===== src/rtl/triangle_assembler_if.sv =====
// Vertex-in / triangle-out stream bundle for triangle_assembler.
// Vertex layout (96 bits): x = [95:64], y = [63:32], z = [31:0], each signed q16_16.
interface triangle_assembler_if #(
  parameter int VW = 96
);
  logic [VW-1:0] in_vertex;
  logic          in_valid;
  logic          in_ready;
  logic          flush;
  logic [VW-1:0] out_v0;
  logic [VW-1:0] out_v1;
  logic [VW-1:0] out_v2;
  logic          out_valid;
  logic          out_ready;

  // Handshakes: a transfer happens on a rising clk edge where valid && ready;
  // valid and its payload hold until that edge, ready may toggle freely.
  modport master (
    output in_vertex, in_valid, flush, out_ready,
    input  in_ready, out_v0, out_v1, out_v2, out_valid
  );

  modport slave (
    input  in_vertex, in_valid, flush, out_ready,
    output in_ready, out_v0, out_v1, out_v2, out_valid
  );
endinterface


===== src/rtl/triangle_assembler.sv =====
// Groups projected vertices into triangles, rejects near-plane violators and
// presents survivors downstream. Optional back-face culling: TRI_BACKFACE_CULL_EN.
module triangle_assembler #(
  parameter logic signed [31:0] NEAR_Z    = 32'sh0000_1000,
  parameter bit                 CCW_FRONT = 1'b1,
  parameter int                 CNT_W     = 16
) (
  input  logic             clk,
  input  logic             rst,
  triangle_assembler_if.slave bus,
  output logic             busy,
  output logic [CNT_W-1:0] tri_out_count,
  output logic [CNT_W-1:0] tri_drop_count,
  output logic [1:0]       dbg_state
);

  typedef enum logic [1:0] {
    COLLECT = 2'd0,
    EVAL    = 2'd1,
    OUTPUT  = 2'd2
  } state_t;

  state_t           r_state, w_state_nxt;
  logic [1:0]       r_idx, w_idx_nxt;
  logic [95:0]      r_slot [3];
  logic [95:0]      r_out_v0, r_out_v1, r_out_v2;
  logic             r_out_valid, w_out_valid_nxt;
  logic [CNT_W-1:0] r_out_cnt, r_drop_cnt;

  logic w_slot_we;
  logic w_out_load;
  logic w_out_inc;
  logic w_drop_inc;
  logic w_near_fail;
  logic w_cull;

  assign w_near_fail = ($signed(r_slot[0][31:0]) < NEAR_Z) ||
                       ($signed(r_slot[1][31:0]) < NEAR_Z) ||
                       ($signed(r_slot[2][31:0]) < NEAR_Z);

`ifdef TRI_BACKFACE_CULL_EN
  logic signed [31:0] w_x0, w_y0, w_x1, w_y1, w_x2, w_y2;
  logic signed [32:0] w_ex1, w_ey1, w_ex2, w_ey2;
  logic signed [66:0] w_p1, w_p2, w_area;

  assign w_x0 = r_slot[0][95:64];
  assign w_y0 = r_slot[0][63:32];
  assign w_x1 = r_slot[1][95:64];
  assign w_y1 = r_slot[1][63:32];
  assign w_x2 = r_slot[2][95:64];
  assign w_y2 = r_slot[2][63:32];

  // Edge deltas widened to 33 bits so extreme coordinates never wrap.
  assign w_ex1 = 33'(w_x1) - 33'(w_x0);
  assign w_ey1 = 33'(w_y1) - 33'(w_y0);
  assign w_ex2 = 33'(w_x2) - 33'(w_x0);
  assign w_ey2 = 33'(w_y2) - 33'(w_y0);

  assign w_p1   = 67'(w_ex1) * 67'(w_ey2);
  assign w_p2   = 67'(w_ey1) * 67'(w_ex2);
  assign w_area = w_p1 - w_p2;

  assign w_cull = (w_area == 67'sd0) ||
                  (CCW_FRONT ? (w_area < 67'sd0) : (w_area > 67'sd0));
`else
  assign w_cull = 1'b0;
`endif

  always_comb begin
    w_state_nxt     = r_state;
    w_idx_nxt       = r_idx;
    w_slot_we       = 1'b0;
    w_out_load      = 1'b0;
    w_out_valid_nxt = r_out_valid;
    w_out_inc       = 1'b0;
    w_drop_inc      = 1'b0;
    unique case (r_state)
      COLLECT: begin
        if (bus.flush) begin
          w_idx_nxt = 2'd0;
        end else if (bus.in_valid) begin
          w_slot_we = 1'b1;
          if (r_idx == 2'd2) begin
            w_idx_nxt   = 2'd0;
            w_state_nxt = EVAL;
          end else begin
            w_idx_nxt = r_idx + 2'd1;
          end
        end
      end
      EVAL: begin
        if (w_near_fail || w_cull) begin
          w_drop_inc  = 1'b1;
          w_state_nxt = COLLECT;
        end else begin
          w_out_load      = 1'b1;
          w_out_valid_nxt = 1'b1;
          w_state_nxt     = OUTPUT;
        end
      end
      OUTPUT: begin
        if (bus.out_ready) begin
          w_out_valid_nxt = 1'b0;
          w_out_inc       = 1'b1;
          w_state_nxt     = COLLECT;
        end
      end
      default: begin
        w_state_nxt     = COLLECT;
        w_idx_nxt       = 2'd0;
        w_out_valid_nxt = 1'b0;
      end
    endcase
  end

  always_ff @(posedge clk or posedge rst) begin
    if (rst) begin
      r_state     <= COLLECT;
      r_idx       <= 2'd0;
      for (int i = 0; i < 3; i++) r_slot[i] <= '0;
      r_out_v0    <= '0;
      r_out_v1    <= '0;
      r_out_v2    <= '0;
      r_out_valid <= 1'b0;
      r_out_cnt   <= '0;
      r_drop_cnt  <= '0;
    end else begin
      r_state     <= w_state_nxt;
      r_idx       <= w_idx_nxt;
      r_out_valid <= w_out_valid_nxt;
      if (w_slot_we) r_slot[r_idx] <= bus.in_vertex;
      if (w_out_load) begin
        r_out_v0 <= r_slot[0];
        r_out_v1 <= r_slot[1];
        r_out_v2 <= r_slot[2];
      end
      if (w_out_inc)  r_out_cnt  <= r_out_cnt + 1'b1;
      if (w_drop_inc) r_drop_cnt <= r_drop_cnt + 1'b1;
    end
  end

  // in_ready depends only on registered state, never on out_ready.
  assign bus.in_ready  = (r_state == COLLECT);
  assign bus.out_v0    = r_out_v0;
  assign bus.out_v1    = r_out_v1;
  assign bus.out_v2    = r_out_v2;
  assign bus.out_valid = r_out_valid;

  assign busy           = (r_idx != 2'd0) || (r_state != COLLECT);
  assign tri_out_count  = r_out_cnt;
  assign tri_drop_count = r_drop_cnt;
  assign dbg_state      = r_state;

endmodule


===== src/flat_wrapper.sv =====
// flat-port wrapper written by rule: the top's interface ports become plain ports
module triangle_assembler_flat 
#(
  parameter logic signed [31:0] NEAR_Z    = 32'sh0000_1000,
  parameter bit                 CCW_FRONT = 1'b1,
  parameter int                 CNT_W     = 16
)
  (clk, rst, busy, tri_out_count, tri_drop_count, dbg_state, bus_in_vertex, bus_in_valid, bus_flush, bus_out_ready, bus_in_ready, bus_out_v0, bus_out_v1, bus_out_v2, bus_out_valid);
  triangle_assembler_if bus_i ();
  input  logic clk;
  input  logic rst;
  output logic busy;
  output logic [CNT_W-1:0] tri_out_count;
  output logic [CNT_W-1:0] tri_drop_count;
  output logic [1:0] dbg_state;
  input wire logic [$bits(bus_i.in_vertex)-1:0] bus_in_vertex;
  input wire logic [$bits(bus_i.in_valid)-1:0] bus_in_valid;
  input wire logic [$bits(bus_i.flush)-1:0] bus_flush;
  input wire logic [$bits(bus_i.out_ready)-1:0] bus_out_ready;
  output wire logic [$bits(bus_i.in_ready)-1:0] bus_in_ready;
  output wire logic [$bits(bus_i.out_v0)-1:0] bus_out_v0;
  output wire logic [$bits(bus_i.out_v1)-1:0] bus_out_v1;
  output wire logic [$bits(bus_i.out_v2)-1:0] bus_out_v2;
  output wire logic [$bits(bus_i.out_valid)-1:0] bus_out_valid;
  assign bus_i.in_vertex = bus_in_vertex;
  assign bus_i.in_valid = bus_in_valid;
  assign bus_i.flush = bus_flush;
  assign bus_i.out_ready = bus_out_ready;
  assign bus_in_ready = bus_i.in_ready;
  assign bus_out_v0 = bus_i.out_v0;
  assign bus_out_v1 = bus_i.out_v1;
  assign bus_out_v2 = bus_i.out_v2;
  assign bus_out_valid = bus_i.out_valid;
  triangle_assembler #(.NEAR_Z(NEAR_Z), .CCW_FRONT(CCW_FRONT), .CNT_W(CNT_W)) u_core (.clk(clk), .rst(rst), .bus(bus_i), .busy(busy), .tri_out_count(tri_out_count), .tri_drop_count(tri_drop_count), .dbg_state(dbg_state));
endmodule

===== config.mk =====
export PLATFORM = sky130hd
export DESIGN_NAME = triangle_assembler_flat
export DESIGN_NICKNAME = d
export VERILOG_FILES = /design/src/rtl/triangle_assembler_if.sv /design/src/rtl/triangle_assembler.sv /design/src/flat_wrapper.sv
export SDC_FILE = /design/constraint.sdc
export NUM_CORES = 1
export LEC_CHECK = 0
export CAP_MARGIN = 20
export CELL_PAD_IN_SITES_DETAIL_PLACEMENT = 0
export CELL_PAD_IN_SITES_GLOBAL_PLACEMENT = 1
export CORE_ASPECT_RATIO = 1.1
export CORE_MARGIN = 1.5
export CORE_UTILIZATION = 47
export DETAILED_ROUTE_END_ITERATION = 7
export PLACE_DENSITY_LB_ADDON = 0.15
export SETUP_SLACK_MARGIN = 0.5
export SYNTH_ARGS = -nofsm -noshare
export SYNTH_HDL_FRONTEND = slang
export SYNTH_SLANG_ARGS = --single-unit

===== constraint.sdc =====
create_clock -name clk -period 42.8 [get_ports clk]
set_clock_uncertainty 0.05 [all_clocks]
set_input_delay 8.56 -clock clk [delete_from_list [all_inputs] [get_ports clk]]
set_output_delay 8.56 -clock clk [all_outputs]
set_load 0.03 [all_outputs]

Word level (Yosys, flattened, before mapping)
Cells that the tools add are included.

word-level totals
  latch bits = 0
  register bits after elaboration = 613
  memories = 0
  output and inout bits = 325
  ROM bits = 0
  memory bits (writable) = 0
  word-level logic and storage cells = 67

operators by class
  div/mod/pow operators = 0
  shifts and indexed selects = 0
  eq/ne operators = 9
  bitwise operators = 3
  multiply operators = 0
  reduce and logical (&&, ||, !) cells = 11
  add/subtract/negate cells = 3
  order comparisons = 5
  multiplexer cells = 25

operator list
  cell                     count
  $bwmux W288              1
  $demux W96 S2            1
  $lt A32 B14 Y1 const B   3
  $mux W96                 1
  $add A16 B1 Y16 const B  2
  $mux W2                  8
  $mux W1                  11
  $ne A2 B2 Y1 const B     4
  $pmux W2 S3              1
  $eq A2 B2 Y1 const B     2
  $pmux W2 S2              1
  $reduce_and A4 Y1        1
  $reduce_bool A2 Y1       2
  $ge A3 B3 Y1 const B     1
  $logic_or A1 B1 Y1       3
  $lt A3 B1 Y1 const B     1
  $ne A3 B3 Y1 const B     1
  $not A2 Y3               1
  $pmux W1 S3              1
  $reduce_and A3 Y1        1
  $add A2 B1 Y2 const B    1
  $eq A2 B1 Y1 const B     1
  $logic_not A2 Y1         1
  $ne A2 B1 Y1 const B     1
  4 further kinds          5

Longest topological paths before layout
Gate-level depths: netlist of run 1.

  word-level depth = 6
  mapped depth = 9
  depth with buffers taken out = 8

Worst setup path after synthesis of run 1
OpenSTA, ideal clock, no wires.

  kind = input -> register
  start = input bus_flush
  end = register u_core.r_slot[100] in the netlist's numbering
  data required time = 42.625 ns
  setup slack = 32.712 ns
  arrival time = 9.913 ns
  library setup time = 0.125 ns
  stages = 5
  cells stage by stage = nand3b_1 -> nor2_1 -> clkbuf_1 -> buf_2 -> mux2_2

on the way
  cells in the longest elaborated chain, start to end = 2

ends and longest elaborated chain
  item                            line                       RTL
  start: declaration              flat_wrapper.sv:18         input wire logic [$bits(bus_i.flush)-1:0] bus_flush;
  $mux W1                         triangle_assembler.sv:79   if (bus.flush) begin
  $mux W1                         triangle_assembler.sv:77   unique case (r_state)
  end signal: indexed assignment  triangle_assembler.sv:131  if (w_slot_we) r_slot[r_idx] <= bus.in_vertex;
  end: declaration                triangle_assembler.sv:25   logic [95:0] r_slot [3];

Every way passes these cells.
A chain may end at the register's enable or synchronous reset.

==> flow_summary.toml, run 1 <==
[outcome]
status = "finished clean"

[layout]
final_cell_mix = "613 x dfrtp_1, 555 x mux2_2, 425 x clkdlybuf4s50_1, 61 x clkbuf_16, 27 x clkbuf_8"
area_growth_pct = 29.7
fin_nets = 1941
final_cells = 2537
drive_gt1_share_pct = 35.8
layout_commonest_cell = "dfrtp_1"

[routing]
drt_iter0_drc = 706
wl_per_cell_um = 21.1
detail-route-antenna-nets = 0
wirelength_um = 53400
vias = 13200
route.detailed.drc = 0
via_per_inst = 5.18
drt_pass1_iterations = 4

[global_routing]
grt_max_degree = 170
gr-total-overflow = 0
antenna_found_initial = 5
grt_pass1_vias = 14100
grt.total_usage_pct = 21.4
grt_pass1_wl_um = 84400

[pwr]
cellPowerDensity_nw_per_um2 = 81.4
power.leakage_nw = 13.6
ir_worst_vdd_uv = 55.0

[worst_hold_path]
hold_path_depth = 1
worstHoldPathType = "reg2reg"

[synth]
synth_cells = 1397
yosysWarnings = 0
synth_top_flop_cell = "dfrtp_1"
synth_edf_count = 0
synth_cell_types = 34
avgSynthCellArea_sq_um = 16.6
ys_seq_elements = 613
ys_seq_area_share_pct = 66.1
synthArstFlopShare_pct = 100
syn-num-nets = 1503
synth_area_sq_um = 23200

[sta]
period_share_pct = 26.5
drv_slew = 0
final-setup-viol-count = 0
slew_headroom_pct = 32.2
max_freq_ghz = 0.0883
tightest_slew_ns = 1.02
min_period_ns = 11.33
fin_tns_setup_ns = 0
hold_viol_final = 0
rsz0062_at_grt = "no"

[cts]
cts-buffers-inserted = 60
cts.htree.levels = 2
cts.sinks = 613
postCtsHoldBufs = 0
clk_pin_slew_ns = 0.06
post_cts_buffers = 0
cts_tree = "yes"
clk_latency_ns = 0.60
cts_resized = 0
cts-root-buf = "clkbuf_16"
clk_path_buf_depth = 3

[floorplan]
die_x_um = 215
fp-row-count = 85
io_pins = 426
initial_core_util_pct = 47.5
die_h_um = 236
die_area_sq_um = 50700
core_area_sq_um = 48800

[job]
drv_cap = 0

[setup_path]
setup.worst_path.end_class = "async pin"
path_max_fanout = 109
path_class = "in2async"
cp.arrival_ns = 11.98
required_ns = 43.45
critPathLaunchType = "primary input"
rr_worst_depth = 9

[placed_design]
place_congestion = 0.770
dp.final_hpwl_um = 35400
port_buffers = 425
dp.cells = 2423
==> state kept, by name (all words and copies together), names as in the netlist <==
signal / count
u_core.bus.out_v0: 96
u_core.bus.out_v1: 96
u_core.bus.out_v2: 96
u_core.bus.out_valid: 1
u_core.dbg_state: 2
u_core.r_idx: 2
u_core.r_slot: 288
u_core.tri_drop_count: 16
u_core.tri_out_count: 16
==> critical path, cell delays in order <==
cell and delay (ns):
clkdlybuf4s50_1 0.49, inv_8 0.52, buf_4 0.54, buf_16 0.30, buf_4 0.72, buf_4 0.60
==> cells by family (layout without fill, tap and decap cells) <==
| kind of cell | Yosys count | count (layout) | share of synthesized area, % |
|---|---|---|---|
| AO/OA/AOI/OAI | 8 | 8 | 0.200 |
| XOR/XNOR | 30 | 30 | 1.13 |
| adder cells (fa/ha/maj) | 5 | 5 | 0.270 |
| buffers and inverters | 72 | 556 | 2.03 |
| flip-flops | 613 | 613 | 66.1 |
| multiplexers | 575 | 575 | 27.9 |
| other | 0 | 4 | 0 |
| AND/OR/NAND/NOR | 94 | 94 | 2.29 |
==> report_power, final <==
part           switching (mW)  internal [mW]  total, mW  leakage [nW]
registers               0.143          0.838      0.981          7.84
logic                   0.483          0.452      0.935          4.71
clock network           0.214          0.318      0.533          1.01
==> per-stage QoR <==
step	power (mW)	hold slack, ns	instance area [sq um]	setup WS (ns)	utilization, %
floorplan	1.54	0.409	23200	17.03	-
global placement	1.91	0.413	28000	30.60	57.3
detailed placement	1.93	0.412	28000	30.52	57.3
CTS	2.48	0.424	30000	31.18	61.5
global route	2.57	0.439	30100	30.97	61.6
finish	2.45	0.426	30100	31.47	61.6
==> path summary, 6_finish.rpt <==
check	start	end	slack [ns]
max reg2reg	u_core.r_slot[111]$_DFFE_PP0P_	u_core.bus.out_v0[24]$_DFFE_PP0P_	38.45
min	u_core.tri_out_count[15]$_DFFE_PP0P_	u_core.tri_out_count[15]$_DFFE_PP0P_	0.43
max	rst	u_core.bus.out_v2[93]$_DFFE_PP0P_	31.47
min reg2reg	u_core.tri_out_count[15]$_DFFE_PP0P_	u_core.tri_out_count[15]$_DFFE_PP0P_	0.43
max in group clk	bus_in_valid	u_core.r_slot[11]$_DFFE_PP0P_	31.77
min in group asynchronous	rst	u_core.bus.out_v0[80]$_DFFE_PP0P_	8.43
==> per-layer routing <==
metal  global-route usage (%)  share of wire (%)
met5                        0              0.064
met4                     6.36                2.7
met3                     7.47                8.1
met2                     33.7                 47
met1                     28.1                 42
==> Yosys cell counts (all sizes together) (2+ instances only) <==
cell	count	area share [%]
o21ai	3	0.065
dfrtp	613	66
nor2b	4	0.11
inv	6	0.097
xnor2	12	0.45
nor4	20	0.57
nand4	9	0.24
buf	47	1.6
a21oi	3	0.065
ha	5	0.27
nand2b	4	0.11
and4	2	0.076
nor3	6	0.13
and3	5	0.13
nor4bb	2	0.086
nand3	11	0.24
clkbuf	19	0.31
nand2	13	0.21
xor2	18	0.68
mux2	575	28
nor2	11	0.18
nor3b	2	0.065
==> cell type report <==
| type | instances | area [sq um] |
|---|---|---|
| Fill cell | 3772 | 18700 |
| Sequential cell | 613 | 15300 |
| Multi-Input combinational cell | 712 | 7410 |
| Timing Repair Buffer | 442 | 4430 |
| Clock buffer | 102 | 1950 |
| Tap cell | 652 | 816 |
| Clock inverter | 6 | 80.1 |
| Inverter | 6 | 30.0 |
| Antenna cell | 4 | 10.0 |
Power figures use the tool's default switching activity.
==> run 2: changes to the inputs <==
--- a/config.mk
+++ b/config.mk
@@ -10,7 +10,7 @@
 export CELL_PAD_IN_SITES_GLOBAL_PLACEMENT = 1
 export CORE_ASPECT_RATIO = 1.1
 export CORE_MARGIN = 1.5
-export CORE_UTILIZATION = 47
+export CORE_UTILIZATION = 44
 export DETAILED_ROUTE_END_ITERATION = 7
 export PLACE_DENSITY_LB_ADDON = 0.15
 export SETUP_SLACK_MARGIN = 0.5
==> constraint.sdc (replaced) <==
create_clock -name clk -period 10.7 [get_ports clk]
set_clock_uncertainty 0.05 [all_clocks]
set_input_delay 2.14 -clock clk [delete_from_list [all_inputs] [get_ports clk]]
set_output_delay 2.14 -clock clk [all_outputs]
set_load 0.03 [all_outputs]
==> run 2 against run 1 <==
Effect of this change:
- critical path depth down 1
- combinational power grew to 4.0 times the previous value
- flip-flop and latch count did not move
- clock power grew to 4.1 times the previous value
- sequential power increased to 4.0 times the previous value
- via count fell by 0.81%
- register-to-register slack lost 32 ns
- final cell count up 0.71%
- utilization decreased by 4.1 points
- final area about the same
- largest power group unchanged
==> flow_summary.toml, run 2 (same netlist as run 1, synthesis figures left out) <==
[routing]
drt_iter0_drc = 682
via_per_inst = 5.11
drt_pass1_iterations = 4
vias = 13000
wl_per_cell_um = 20.7
detail-route-antenna-nets = 0
wirelength_um = 52900
route.detailed.drc = 0

[cts]
cts.htree.levels = 2
clk_latency_ns = 0.61
cts_resized = 0
postCtsHoldBufs = 0
cts_tree = "yes"
cts-buffers-inserted = 61
clk_path_buf_depth = 3
clk_pin_slew_ns = 0.06
cts.sinks = 613
post_cts_buffers = 0
cts-root-buf = "clkbuf_16"

[pwr]
power.total_mw = 9.81
p_comb_share_pct = 37.7
power_switching_mw = 3.36
p_int_mw = 6.45
ir_worst_vdd_uv = 212
p_clk_share_pct = 22.1
p_sw_share_pct = 34.2
p_seq_share_pct = 40.2
cellPowerDensity_nw_per_um2 = 326
power.leakage_nw = 13.5

[sta]
min_period_ns = 4.48
max_freq_ghz = 0.223
period_share_pct = 41.8
hold_viol_final = 0
drv_slew = 0
hold_slack_ns = 0.417
tightest_slew_ns = 1.05
rsz0062_at_grt = "no"
slew_headroom_pct = 29.7
fin_tns_setup_ns = 0
fin_ws_ns = 6.22
final-setup-viol-count = 0

[placed_design]
port_buffers = 425
dp.final_hpwl_um = 35100
dp.cells = 2444
place_ws_ns = 5.59
place_congestion = 0.795

[global_routing]
grt_max_degree = 181
antenna_found_initial = 9
grt_pass1_vias = 13900
gr-total-overflow = 0
grt.total_usage_pct = 19.8
grt_pass1_wl_um = 83200

[layout]
final_cell_mix = "613 x dfrtp_1, 555 x mux2_2, 425 x clkdlybuf4s50_1, 63 x clkbuf_16, 20 x mux2_1"
fillers = 4119
final_cells = 2555
drive_gt1_share_pct = 35.5
area_growth_pct = 29.7
largest_register_ffs = 288
largest-register = "u_core.r_slot"
fin_nets = 1938
layout_commonest_cell = "dfrtp_1"

[setup_path]
path_cells = "clkdlybuf4s50_1 > nor4bb_1 > nand2_4 > buf_4 > mux2_2"
setup.worst_path.end_class = "register"
path_max_fanout = 59
path_class = "in2reg"
critPathLaunchType = "primary input"
required_ns = 11.13
cp.arrival_ns = 4.90
slowest_stage = "nor4bb_1"
critPathMaxStageDelay_ns = 0.71

[floorplan]
die_area_sq_um = 54100
core_area_sq_um = 52300
fp-row-count = 88
initial_core_util_pct = 44.3
io_pins = 426
die_x_um = 222
die_h_um = 244

[job]
drv_cap = 0

[outcome]
status = "finished clean"

[worst_hold_path]
worstHoldPathType = "reg2reg"
run 2: final timing paths:
kind	from	end	slack, ns	depth (start not counted)
setup / recovery	bus_in_valid	u_core.r_slot[85]$_DFFE_PP0P_	6.22	5
hold / removal	u_core.tri_drop_count[15]$_DFFE_PP0P_	u_core.tri_drop_count[15]$_DFFE_PP0P_	0.42	1
setup reg to reg	u_core.r_slot[119]$_DFFE_PP0P_	u_core.bus.out_v0[2]$_DFFE_PP0P_	6.72	9
hold reg to reg	u_core.tri_drop_count[15]$_DFFE_PP0P_	u_core.tri_drop_count[15]$_DFFE_PP0P_	0.42	1
max in group asynchronous	rst	u_core.bus.out_v0[25]$_DFFE_PP0P_	6.90	4
min in group asynchronous	rst	u_core.dbg_state[0]$_DFFE_PP0P_	1.77	2
run 2: power groups by stage:
stage,sequential (mW),clock (mW),combinational [mW]
5_1_grt,4.08,2.32,3.90
4_1_cts,3.96,2.22,3.75
2_1_floorplan,4.81,0,1.34
6_report,3.95,2.17,3.70
3_5_place_dp,3.99,0,3.74
3_3_place_gp,3.96,0,3.68
run 2: area by class of cell:
type | instances | area [sq um] | area share, %
inverter | 6 | 26.3 | 0.0874
timing repair buffer | 438 | 4400 | 14.6
clock inverter | 18 | 250 | 0.832
clock buffer | 91 | 1790 | 5.96
multi-input combinational | 712 | 7410 | 24.6
sequential | 613 | 15300 | 51.0
antenna | 2 | 5.00 | 0.0166
tap | 675 | 845 | 2.81
run 2: stage by stage:
stage | utilization [%] | area (sq um)
global placement | 53.6 | 28000
finish | 57.5 | 30100
CTS | 57.5 | 30100
floorplan | - | 23200
global route | 57.5 | 30100
detailed placement | 53.6 | 28000
run 2: critical path: cells and delay by family:
kind | cells | cell delay [ns]
buffers and inverters | 2 | 1.08
and+or+nand+nor | 2 | 1.22
muxes | 1 | 0.40
run 2: layer usage:
layer / GRT usage, % / up-vias / part of all wire [%]
li1: - / 5837 / -
met1: 26.2 / 6809 / 44
met2: 31.8 / 316 / 47
met3: 6.20 / 71 / 6.9
met4: 4.85 / 12 / 1.7
met5: 0 / - / 0.13
